===== src/rtl/divider_pkg.sv =====
// divider_pkg: shared op encodings, FSM states and data width for the divider
package divider_pkg;

   localparam int XLEN = 32;

   typedef enum logic [2:0] {
      OP_DIV  = 3'b100,
      OP_DIVU = 3'b101,
      OP_REM  = 3'b110,
      OP_REMU = 3'b111
   } op_e;

   typedef enum logic [1:0] {
      IDLE,
      CALC,
      DONE
   } state_e;

endpackage


===== src/rtl/divider_step.sv =====
// divider_step: one restoring shift-subtract iteration on a 33-bit partial remainder
module divider_step
   import divider_pkg::*;
(
   input  logic [XLEN:0]   rem,
   input  logic [XLEN-1:0] quo,
   input  logic [XLEN-1:0] divisor,
   output logic [XLEN:0]   rem_next,
   output logic [XLEN-1:0] quo_next
);

   logic [XLEN+1:0] diff;

   // shift the next dividend bit in, trial-subtract, restore when the trial borrows
   always_comb begin
      diff     = {rem, quo[XLEN-1]} - {2'b00, divisor};
      rem_next = diff[XLEN+1] ? {rem[XLEN-1:0], quo[XLEN-1]} : diff[XLEN:0];
      quo_next = {quo[XLEN-2:0], ~diff[XLEN+1]};
   end

endmodule


===== src/rtl/divider_unit.sv =====
// divider_unit: multicycle RV32M DIV/DIVU/REM/REMU unit, 32 iterations per normal op
module divider_unit
   import divider_pkg::*;
#(
   parameter int WIDTH = 32
) (
   input  logic             clk,
   input  logic             rst,
   input  logic             div_valid_i,
   output logic             div_ready_o,
   input  logic [2:0]       funct3_i,
   input  logic [WIDTH-1:0] dividend_i,
   input  logic [WIDTH-1:0] divisor_i,
   output logic [WIDTH-1:0] result_o,
   output logic             div_valid_o,
   output logic             busy_o
);

   state_e          state;
   logic [5:0]      count;
   logic [XLEN:0]   rem;
   logic [XLEN-1:0] quo;
   logic [XLEN-1:0] divisor;
   logic            rem_sel;
   logic            neg_q;
   logic            neg_r;
   logic            is_signed;
   logic            is_rem;
   logic            overflow;
   logic [XLEN-1:0] a_mag;
   logic [XLEN-1:0] b_mag;
   logic [XLEN:0]   rem_next;
   logic [XLEN-1:0] quo_next;
   logic [XLEN-1:0] q_fix;
   logic [XLEN-1:0] r_fix;

   assign div_ready_o = state == IDLE;
   assign busy_o      = state != IDLE;

   // decode the request and form operand magnitudes plus the final sign fix-up
   always_comb begin
      is_signed = funct3_i == OP_DIV || funct3_i == OP_REM;
      is_rem    = funct3_i == OP_REM || funct3_i == OP_REMU;
      overflow  = is_signed && dividend_i == {1'b1, {(XLEN-1){1'b0}}} && divisor_i == '1;
      a_mag     = is_signed && dividend_i[XLEN-1] ? -dividend_i : dividend_i;
      b_mag     = is_signed && divisor_i[XLEN-1] ? -divisor_i : divisor_i;
      q_fix     = neg_q ? -quo_next : quo_next;
      r_fix     = neg_r ? -rem_next[XLEN-1:0] : rem_next[XLEN-1:0];
   end

   divider_step u_step (
      .rem      (rem),
      .quo      (quo),
      .divisor  (divisor),
      .rem_next (rem_next),
      .quo_next (quo_next)
   );

   // control FSM: accept in IDLE, iterate 32 times in CALC, pulse the result in DONE
   always_ff @(posedge clk) begin
      if (rst) begin
         state       <= IDLE;
         count       <= '0;
         result_o    <= '0;
         div_valid_o <= 1'b0;
         rem         <= '0;
         quo         <= '0;
         divisor     <= '0;
         rem_sel     <= 1'b0;
         neg_q       <= 1'b0;
         neg_r       <= 1'b0;
      end else begin
         case (state)
            IDLE: if (div_valid_i) begin
               rem_sel <= is_rem;
               neg_q   <= is_signed && (dividend_i[XLEN-1] ^ divisor_i[XLEN-1]);
               neg_r   <= is_signed && dividend_i[XLEN-1];
               count   <= '0;
               if (divisor_i == '0) begin
                  result_o    <= is_rem ? dividend_i : '1;
                  div_valid_o <= 1'b1;
                  state       <= DONE;
               end else if (overflow) begin
                  result_o    <= is_rem ? '0 : dividend_i;
                  div_valid_o <= 1'b1;
                  state       <= DONE;
               end else begin
                  rem     <= '0;
                  quo     <= a_mag;
                  divisor <= b_mag;
                  state   <= CALC;
               end
            end
            CALC: begin
               rem   <= rem_next;
               quo   <= quo_next;
               count <= count + 6'd1;
               if (count == 6'd31) begin
                  result_o    <= rem_sel ? r_fix : q_fix;
                  div_valid_o <= 1'b1;
                  state       <= DONE;
               end
            end
            DONE: begin
               div_valid_o <= 1'b0;
               count       <= '0;
               state       <= IDLE;
            end
            default: state <= IDLE;
         endcase
      end
   end

endmodule


===== config.mk =====
export PLATFORM = sky130hd
export DESIGN_NAME = divider_unit
export DESIGN_NICKNAME = d
export VERILOG_FILES = /design/src/rtl/divider_pkg.sv /design/src/rtl/divider_step.sv /design/src/rtl/divider_unit.sv
export SDC_FILE = /design/constraint.sdc
export NUM_CORES = 1
export LEC_CHECK = 0
export ABC_CLOCK_PERIOD_IN_PS = 6300
export BUFFER_PORTS_ARGS = -buffer_cell sky130_fd_sc_hd__buf_2
export CAP_MARGIN = 15
export CELL_PAD_IN_SITES_DETAIL_PLACEMENT = 2
export CELL_PAD_IN_SITES_GLOBAL_PLACEMENT = 2
export CORE_ASPECT_RATIO = 0.7
export CORE_UTILIZATION = 35
export DETAILED_ROUTE_END_ITERATION = 6
export GPL_TIMING_DRIVEN = 0
export PLACE_DENSITY_LB_ADDON = 0.1
export SLEW_MARGIN = 10
export SYNTH_ARGS = -nofsm -noshare
export SYNTH_HDL_FRONTEND = slang
export SYNTH_SLANG_ARGS = --single-unit

===== constraint.sdc =====
create_clock -name clk -period 6.3 [get_ports clk]
set_clock_uncertainty 0.1 [all_clocks]
set_input_delay 1.26 -clock clk [delete_from_list [all_inputs] [get_ports clk]]
set_output_delay 1.26 -clock clk [all_outputs]
set_load 0.02 [all_outputs]

== Word-level counts from Yosys, hierarchy flattened ==
Cells that the tools add are included.
Storage, ports and cells
  flip-flop bits (word level): 141
Operators by class
  reduce and logical (&&, ||, !) cells: 19
  $add $sub $neg: 6
  muxes and demuxes: 33
  bitwise gates (word level): 4
  eq/ne operators: 13
Operators with widths (number)
  2-to-1 mux 32 bit: 14
  2-to-1 mux 33 bit: 4
  negator 32 bit: 4
  one-hot mux 32 bit (2 select lines): 2
  one-hot mux 33 bit (2 select lines): 1
  equality test 32 bit (second input constant): 2
  subtractor 34 x 32 -> 34 bit: 1
  zero test 32 bit: 1
  one-hot mux 6 bit (3 select lines): 1
  AND reduction 4 bit: 4
  equality test 3 bit (second input constant): 3
  2-to-1 mux 2 bit: 4
  != test 2 bit (second input constant): 4
  adder 6 x 1 -> 6 bit (second input constant): 1
  equality test 6 x 5 -> 1 bit (second input constant): 1
  2-to-1 mux 6 bit: 1
  AND reduction 2 bit: 3
  logical AND 1 bit: 5
  2-to-1 mux 1 bit: 4
  one-hot mux 2 bit (2 select lines): 1
  nonzero test 2 bit: 2
  != test 3 x 1 -> 1 bit (second input constant): 1
  NOT 1 bit: 3
  one-hot mux 1 bit (3 select lines): 1
  other kinds (6): 7

== Depth between registers and ports, before layout ==
Gate-level depths: netlist of run 1.
  word-level depth: 8
  mapped depth: 24

== Hierarchy ==
A second synthesis of run 1 with hierarchy kept.
Unflattened totals
  cell total of the unflattened synthesis: 1500
  area total of the unflattened synthesis: 11232.0 um^2
Modules (own cells, without submodules)
  divider_unit: cells each 1141, area an instance 8828.5 um^2, instances 1
  divider_step: cells each 359, area an instance 2403.6 um^2, instances 1

== Least setup slack after synthesis of run 1 ==
No wires, ideal clock.
  path kind: reg2reg
  start point: register rem[7]
  end point: register result_o[30]
  stages on the path, launching flop included: 22
  arrival time: 5.238 ns
  path slack: 0.833 ns
  clock period less this slack: 5.467 ns
  setup time: 0.128 ns
  buffers on the path: 4
  cell sequence: dfxtp_1 -> ha_1 -> buf_2 -> a21oi_1 -> o22ai_1 -> a221oi_2 -> a2111oi_4 -> o21a_1 -> buf_2 -> nor2_8 -> buf_2 -> buf_1 -> mux2i_1 -> ha_1 -> nor3b_1 -> and3_1 -> nand4_1 -> o2bb2ai_1 -> or4_4 -> o41ai_2 -> xor2_1 -> o211ai_1
Between the ends
  longest elaborated chain between the ends: 7
  elaborated cells on any way between the ends: 10
  classes of those cells: 3 x add/sub; 6 x mux; 1 x bitwise
RTL lines
  start: declaration: line divider_unit.sv:21  | logic [XLEN:0] rem;
  start signal: assignment: line divider_unit.sv:95  | rem <= rem_next;
  subtractor 34 x 32 -> 34 bit: line divider_step.sv:16  | diff = {rem, quo[XLEN-1]} - {2'b00, divisor};
  2-to-1 mux 33 bit / NOT 1 bit (equally long branches): line divider_step.sv:17, divider_step.sv:18
  negator 32 bit (on tied branches): line divider_unit.sv:48, divider_unit.sv:47
  2-to-1 mux 32 bit (on tied branches): line divider_unit.sv:48, divider_unit.sv:47
  2-to-1 mux 32 bit *: line divider_unit.sv:99  | result_o <= rem_sel ? r_fix : q_fix;
  2-to-1 mux 32 bit *: line divider_unit.sv:98  | if (count == 6'd31) begin
  one-hot mux 32 bit (2 select lines) *: line divider_unit.sv:73  | case (state)
  end signal: assignment: line divider_unit.sv:80  | result_o <= is_rem ? dividend_i : '1;
  end signal: assignment: line divider_unit.sv:84  | result_o <= is_rem ? '0 : dividend_i;
  end signal: assignment: line divider_unit.sv:99
  end: declaration: line divider_unit.sv:14  | output logic [WIDTH-1:0] result_o,
Mark *: on every way between the ends. The rest lies on a longest branch, timed or not. The select of a mux whose other input is x is not followed.
A chain may end at the register's enable or synchronous reset.

== Final worst setup path of run 1 ==
  start point: register rem[10]
  end point: register result_o[30]
The elaborated chain is that of the path after synthesis.

==> flow_metrics.tcl, run 1 <==
set metrics [dict create \
    start_util 0.3612 \
    dpl.hpwl_um 44580 \
    powerDensity_nw_per_um2 269.9 \
    cts_max_level 4 \
    routed_via_density 6.277 \
    finalCriticalPeriod_ns 6.241 \
    cts_tree "built" \
    start_kind "register" \
    grt_use_met3 0.06607 \
    ys_types 70 \
    async_flop_share 0 \
    fin_nets 1822 \
    clkSlewWorstSetupHoldPaths_ns 0.07 \
    synth_edf_count 0 \
    avgSynthCellArea_sq_um 7.183 \
    core_sq_um 31620 \
    worst_pin_slew_ns 1.192 \
    min_path_cells 2 \
    place_congestion 0.9500 \
    ir_worst_vdd_uv 172.4 \
    clk_path_buf_depth 2 \
    clock-sinks 141 \
    crit_path_start "rem[10]" \
    hp-start "result_o[7]" \
    grt_overflow 0 \
    drt_iter0_drc 1271 \
    synth_nets 1699 \
    route.vias.total 13470 \
    stdcell_count 2146 \
    insertion_delay_ns 0.46 \
    die_height_um 153.1 \
    hp-class "register to register" \
    finalPower_mw 3.556 \
    row_count 54 \
    busiest_layer "met2" \
    design_area_sq_um 13180 \
    yosysMostFrequentCell "nor2_1" \
    first_pass_iters 5 \
    placed_cells 2113 \
    regToRegSetupSlack_ns 0.06 \
    crit_path_end_kind "register" \
    rsz0062_at_grt "yes" \
    place_area_sq_um 12470 \
    synthTopCellsByArea "dfxtp_1, nor2_1, a21oi_1, xnor2_1, a211oi_1" \
    timing.rr.start "rem[10]" \
    netlist_area_sq_um 11420 \
    wl_per_cell_um 26.41 \
    ys.flop_type "dfxtp_1" \
    drv_cap 0 \
    yosys.area.top_type "dfxtp_1" \
    r2r-end "result_o[30]" \
    grt_pass1_vias 13810 \
    ff2ff_path_depth 21 \
    wl_um 56670 \
    io-pin-count 105 \
    global_route.usage.met2 0.5087 \
    synth_top_area_frac 0.2472 \
    grt_pass1_wl_um 85850 \
    numPortBuffers 103 \
    required_ns 6.52 \
    cp.arrival_ns 6.47 \
    tns_ns 0 \
    period_share 0.9906 \
    drcViolationCount 0 \
    ant_nets 0 \
    syn_inst 1590 \
    holdPathEnd "result_o[7]" \
    ys_seq_area_frac 0.2472 \
    yosys_register_bits 141 \
    hold_viol_final 0 \
    drive_above_1_share 0.1095 \
    area_growth_pct 15.36 \
    max_freq_ghz 0.1602 \
    grtUsageTotal 0.3404 \
    leakage_nw 5.096 \
    cp_max_fo 10 \
    grtUsageMet1 0.5007 \
    crit_type "register to register" \
    clock-root-buffer "clkbuf_16" \
    slew_headroom 0.1984 \
    fp.dieW_um 217.9 \
    numCtsBuffers 17 \
    dieArea_sq_um 33370 \
    outcome "finished clean" \
    slew_viol_final 0 \
    antenna_found_initial 0 \
    ys_warn_count 0 \
    synth_common_cells "nor2_1, a21oi_1, dfxtp_1" \
    diodes 0 \
    grt_max_degree 17 \
    finalSetupViolCount 0 \
]
[critical path, stage by stage, from the launching register on]
cell and delay, ns:
dfxtp_1 0.41, ha_2 0.45, and3_1 0.27, and4_4 0.30, a221oi_2 0.07, buf_4 0.17, a2111oi_4 0.43, nor3_2 0.11
buf_4 0.22, clkbuf_1 0.34, o21ai_0 0.33, o21ai_1 0.24, inv_1 0.12, ha_1 0.23, nor3b_4 0.26, and3_1 0.24
nand4_1 0.19, o2bb2ai_2 0.27, or4_4 0.61, o41ai_2 0.36, xor2_1 0.26, o211ai_1 0.12
[layout make-up]
class / instances / area [sq um]
tap: 420 / 525.5
inverter: 56 / 212.7
clock inverter: 11 / 138.9
timing repair buffer: 106 / 538.0
clock buffer: 21 / 470.5
fill: 3818 / 18450
multi-input combinational: 1293 / 8064
buffer: 98 / 401.6
sequential: 141 / 2824
[placed cells by master (no fill, tap or decap), drive strengths merged, types with 56 or more instances in the layout]
| master | netlist | routed |
|---|---|---|
| a211oi | 74 | 74 |
| a21oi | 150 | 150 |
| buf | 17 | 120 |
| clkbuf | 83 | 105 |
| dfxtp | 141 | 141 |
| inv | 56 | 57 |
| nand2 | 126 | 126 |
| nor2 | 257 | 257 |
| o21ai | 81 | 81 |
| xnor2 | 75 | 75 |
| xor2 | 56 | 56 |
[logic make-up (layout without fill, tap and decap cells)]
| family | after synthesis | in the layout | share of synthesized area |
|---|---|---|---|
| flip-flops | 141 | 141 | 0.2472 |
| buffers and inverters | 156 | 292 | 0.05259 |
| adder cells (fa/ha/maj) | 39 | 39 | 0.04338 |
| multiplexers | 28 | 28 | 0.02553 |
| XOR/XNOR | 131 | 131 | 0.1005 |
| AO/OA/AOI/OAI | 505 | 505 | 0.2925 |
| AND/OR/NAND/NOR | 590 | 590 | 0.2384 |
[layer usage]
metal | routed length, um | up-vias
li1 | - | 6052
met1 | 27450 | 6871
met2 | 24140 | 488
met3 | 4310 | 59
met4 | 768 | 0
met5 | 0 | -
[worst max-delay path by stage]
| stage | end |
|---|---|
| after floorplan | result_o[30] |
| after global placement | result_o[30] |
| after detailed placement | result_o[30] |
| after CTS | result_o[30] |
| after global routing | result_o[30] |
| final | result_o[30] |
[sequential cells by signal (all words and copies together), names as in the netlist, 2 cells and up]
register,cells
rem,33
divisor,32
quo,32
result_o,32
count,6
state,2
[stage by stage]
step,setup slack (ns),util,hold WS (ns)
after floorplan,0.8335,-,0.3496
after global placement,-0.8016,0.3941,0.3342
after detailed placement,-0.9400,0.3943,0.3615
after CTS,0.04865,0.4160,0.3792
after global routing,-0.07734,0.4167,0.4018
final,0.05934,0.4167,0.3687
[where the power goes]
part / internal (mW) / switching, mW / leakage, nW / total, mW
Sequential: 0.962 / 0.0789 / 1.15 / 1.04
Combinational: 0.447 / 0.965 / 3.64 / 1.41
Clock: 0.652 / 0.451 / 0.299 / 1.10
Total: 2.06 / 1.49 / 5.10 / 3.56
[repair_timing]
item,in CTS,in global routing
hold buffers,0,0
endpoints found under the setup margin,13,15
pin swaps,2,1
gates resized for setup,16,14
setup buffers,3,0
Power figures use the tool's default switching activity.
==> inputs of run 2 (changes only) <==
--- a/config.mk
+++ b/config.mk
@@ -11,6 +11,7 @@
 export CELL_PAD_IN_SITES_DETAIL_PLACEMENT = 2
 export CELL_PAD_IN_SITES_GLOBAL_PLACEMENT = 2
 export CORE_ASPECT_RATIO = 0.7
+export CORE_MARGIN = 4
 export CORE_UTILIZATION = 35
 export DETAILED_ROUTE_END_ITERATION = 6
 export GPL_TIMING_DRIVEN = 0
==> flow_metrics.tcl, run 2 (synthesis results as in run 1) <==
set metrics [dict create \
    outcome "finished clean" \
    ir_worst_vdd_uv 153.4 \
    clk_path_buf_depth 2 \
    cp_max_fo 10 \
    wl_um 56880 \
    core_sq_um 32270 \
    grt_overflow 0 \
    clock-sinks 141 \
    grt_max_degree 17 \
    design_area_sq_um 13160 \
    tns_ns 0 \
    whs_ns 0.3618 \
    stdcell_count 2158 \
    p_sw_frac 0.4347 \
    grt_pass1_wl_um 85160 \
    dr_wl_met2_um 23490 \
    regToRegSetupSlack_ns 0.21 \
    layout_commonest_cell "nor2_1" \
    pwr-share-seq 0.300 \
    leakage_nw 5.069 \
    io-pin-count 105 \
    power_switching_mw 1.514 \
    p_int_mw 1.969 \
    insertion_delay_ns 0.45 \
    comb_power_share 0.406 \
    max_freq_ghz 0.1642 \
    drcViolationCount 0 \
    wl_met1_um 28480 \
    cts_tree "built" \
    fp.dieW_um 223.9 \
    drive_above_1_share 0.1098 \
    place_congestion 0.9479 \
    min_path_cells 2 \
    grtUsageTotal 0.3082 \
    period_share 0.9667 \
    row_count 55 \
    crit_path_end_kind "register" \
    hp-start "result_o[7]" \
    dieArea_sq_um 35630 \
    slew_viol_final 0 \
    numPortBuffers 103 \
    crit_type "register to register" \
    clkSlewWorstSetupHoldPaths_ns 0.07 \
    mostFrequentLayoutCells "nor2_1, a21oi_1, dfxtp_1" \
    routed_via_density 6.190 \
    worst_pin_slew_ns 1.190 \
    required_ns 6.50 \
    die_height_um 159.1 \
    power_frac_clock 0.294 \
    wl_per_cell_um 26.36 \
    numCtsBuffers 17 \
    finalSetupViolCount 0 \
    route.vias.total 13360 \
    antenna_found_initial 2 \
    wl_met3_um 4110 \
    hold_viol_final 0 \
    first_pass_iters 5 \
    diodes 0 \
    timing.rr.start "rem[10]" \
    dpl.hpwl_um 45380 \
    cts_hold_buf 0 \
    largest_reg_flops 33 \
    drt_iter0_drc 1241 \
    slew_headroom 0.1863 \
    clock-root-buffer "clkbuf_16" \
    top_layer "met5" \
    hp-class "register to register" \
    powerDensity_nw_per_um2 264.7 \
    ant_nets 0 \
    top_register "rem" \
    placed_cells 2121 \
    start_util 0.3539 \
    crit_path_start "rem[10]" \
    cts_max_level 4 \
    finalCriticalPeriod_ns 6.090 \
    start_kind "register" \
    fin_nets 1827 \
    fin_util 0.4078 \
    ff2ff_path_depth 23 \
    grt_pass1_vias 13570 \
    drv_cap 0 \
    area_growth_pct 15.23 \
    cp.arrival_ns 6.29 \
    place_area_sq_um 12470 \
]
## run 2: cell count changes in the layout (fill, tap and decap cells not counted), sizes merged
cell      previous run  this run
buf                120       125
clkinvlp             2         5
bufinv               3         1
clkinv               5         3
inv                 57        59
clkbuf             105       104
## run 2: worst max-delay path: stages, from the launching register on
cell and delay, ns:
dfxtp_1 0.40, ha_2 0.44, and3_1 0.27, and4_4 0.29
a221oi_2 0.07, buf_4 0.16, a2111oi_4 0.44, o21a_1 0.22
clkbuf_4 0.26, nor2_8 0.09, inv_4 0.16, clkbuf_4 0.28
clkbuf_4 0.30, ha_1 0.24, nand2_1 0.20, or2_2 0.35
clkbuf_1 0.19, or4_1 0.66, nand2_1 0.13, xor2_1 0.15
o21ai_0 0.08, and3_1 0.22, a21oi_1 0.11, o22ai_1 0.09
## run 2: per-layer routing
| layer | global-route usage | up-vias |
|---|---|---|
| met2 | 0.4417 | 442 |
| met4 | 0.05321 | 2 |
| met3 | 0.07059 | 64 |
| met5 | 0 | - |
| li1 | - | 6040 |
| met1 | 0.4729 | 6811 |
## run 2: cell type report
class / count / area, sq um
plain buffers: 98 / 396.6
clock buffers: 20 / 446.7
clock inverters: 12 / 112.6
fillers: 3896 / 19110
inverters: 56 / 212.7
multi-input cells: 1293 / 8063
flip-flops and latches: 141 / 2823
well taps: 427 / 534.3
repair buffers: 111 / 571.8
## run 2: path summary, 6_finish.rpt
path,to
hold reg to reg,result_o[7]
setup reg to reg,result_o[24]
setup / recovery,result_o[24]
hold / removal,result_o[7]
## run 2: metrics by stage
stage | setup WS, ns | total power, mW
6_report | 0.2100 | 3.484
5_1_grt | -0.009040 | 3.623
4_1_cts | 0.02139 | 3.416
3_5_place_dp | -0.7935 | 2.389
3_3_place_gp | -0.7012 | 2.341
2_1_floorplan | 0.8335 | 1.900
## run 2: power groups by stage
stage	Clock (mW)	Sequential, mW	Combinational, mW
2_1_floorplan	0	1.05	0.852
3_3_place_gp	0	1.06	1.28
3_5_place_dp	0	1.06	1.33
4_1_cts	1.02	1.04	1.35
5_1_grt	1.06	1.05	1.51
6_report	1.02	1.05	1.41
## run 2: repair_timing
| item | in CTS | in global routing |
|---|---|---|
| setup buffers | 2 | 5 |
| gates resized for setup | 11 | 16 |
| endpoints found under the setup margin | 13 | 19 |
| pin swaps | 1 | 2 |
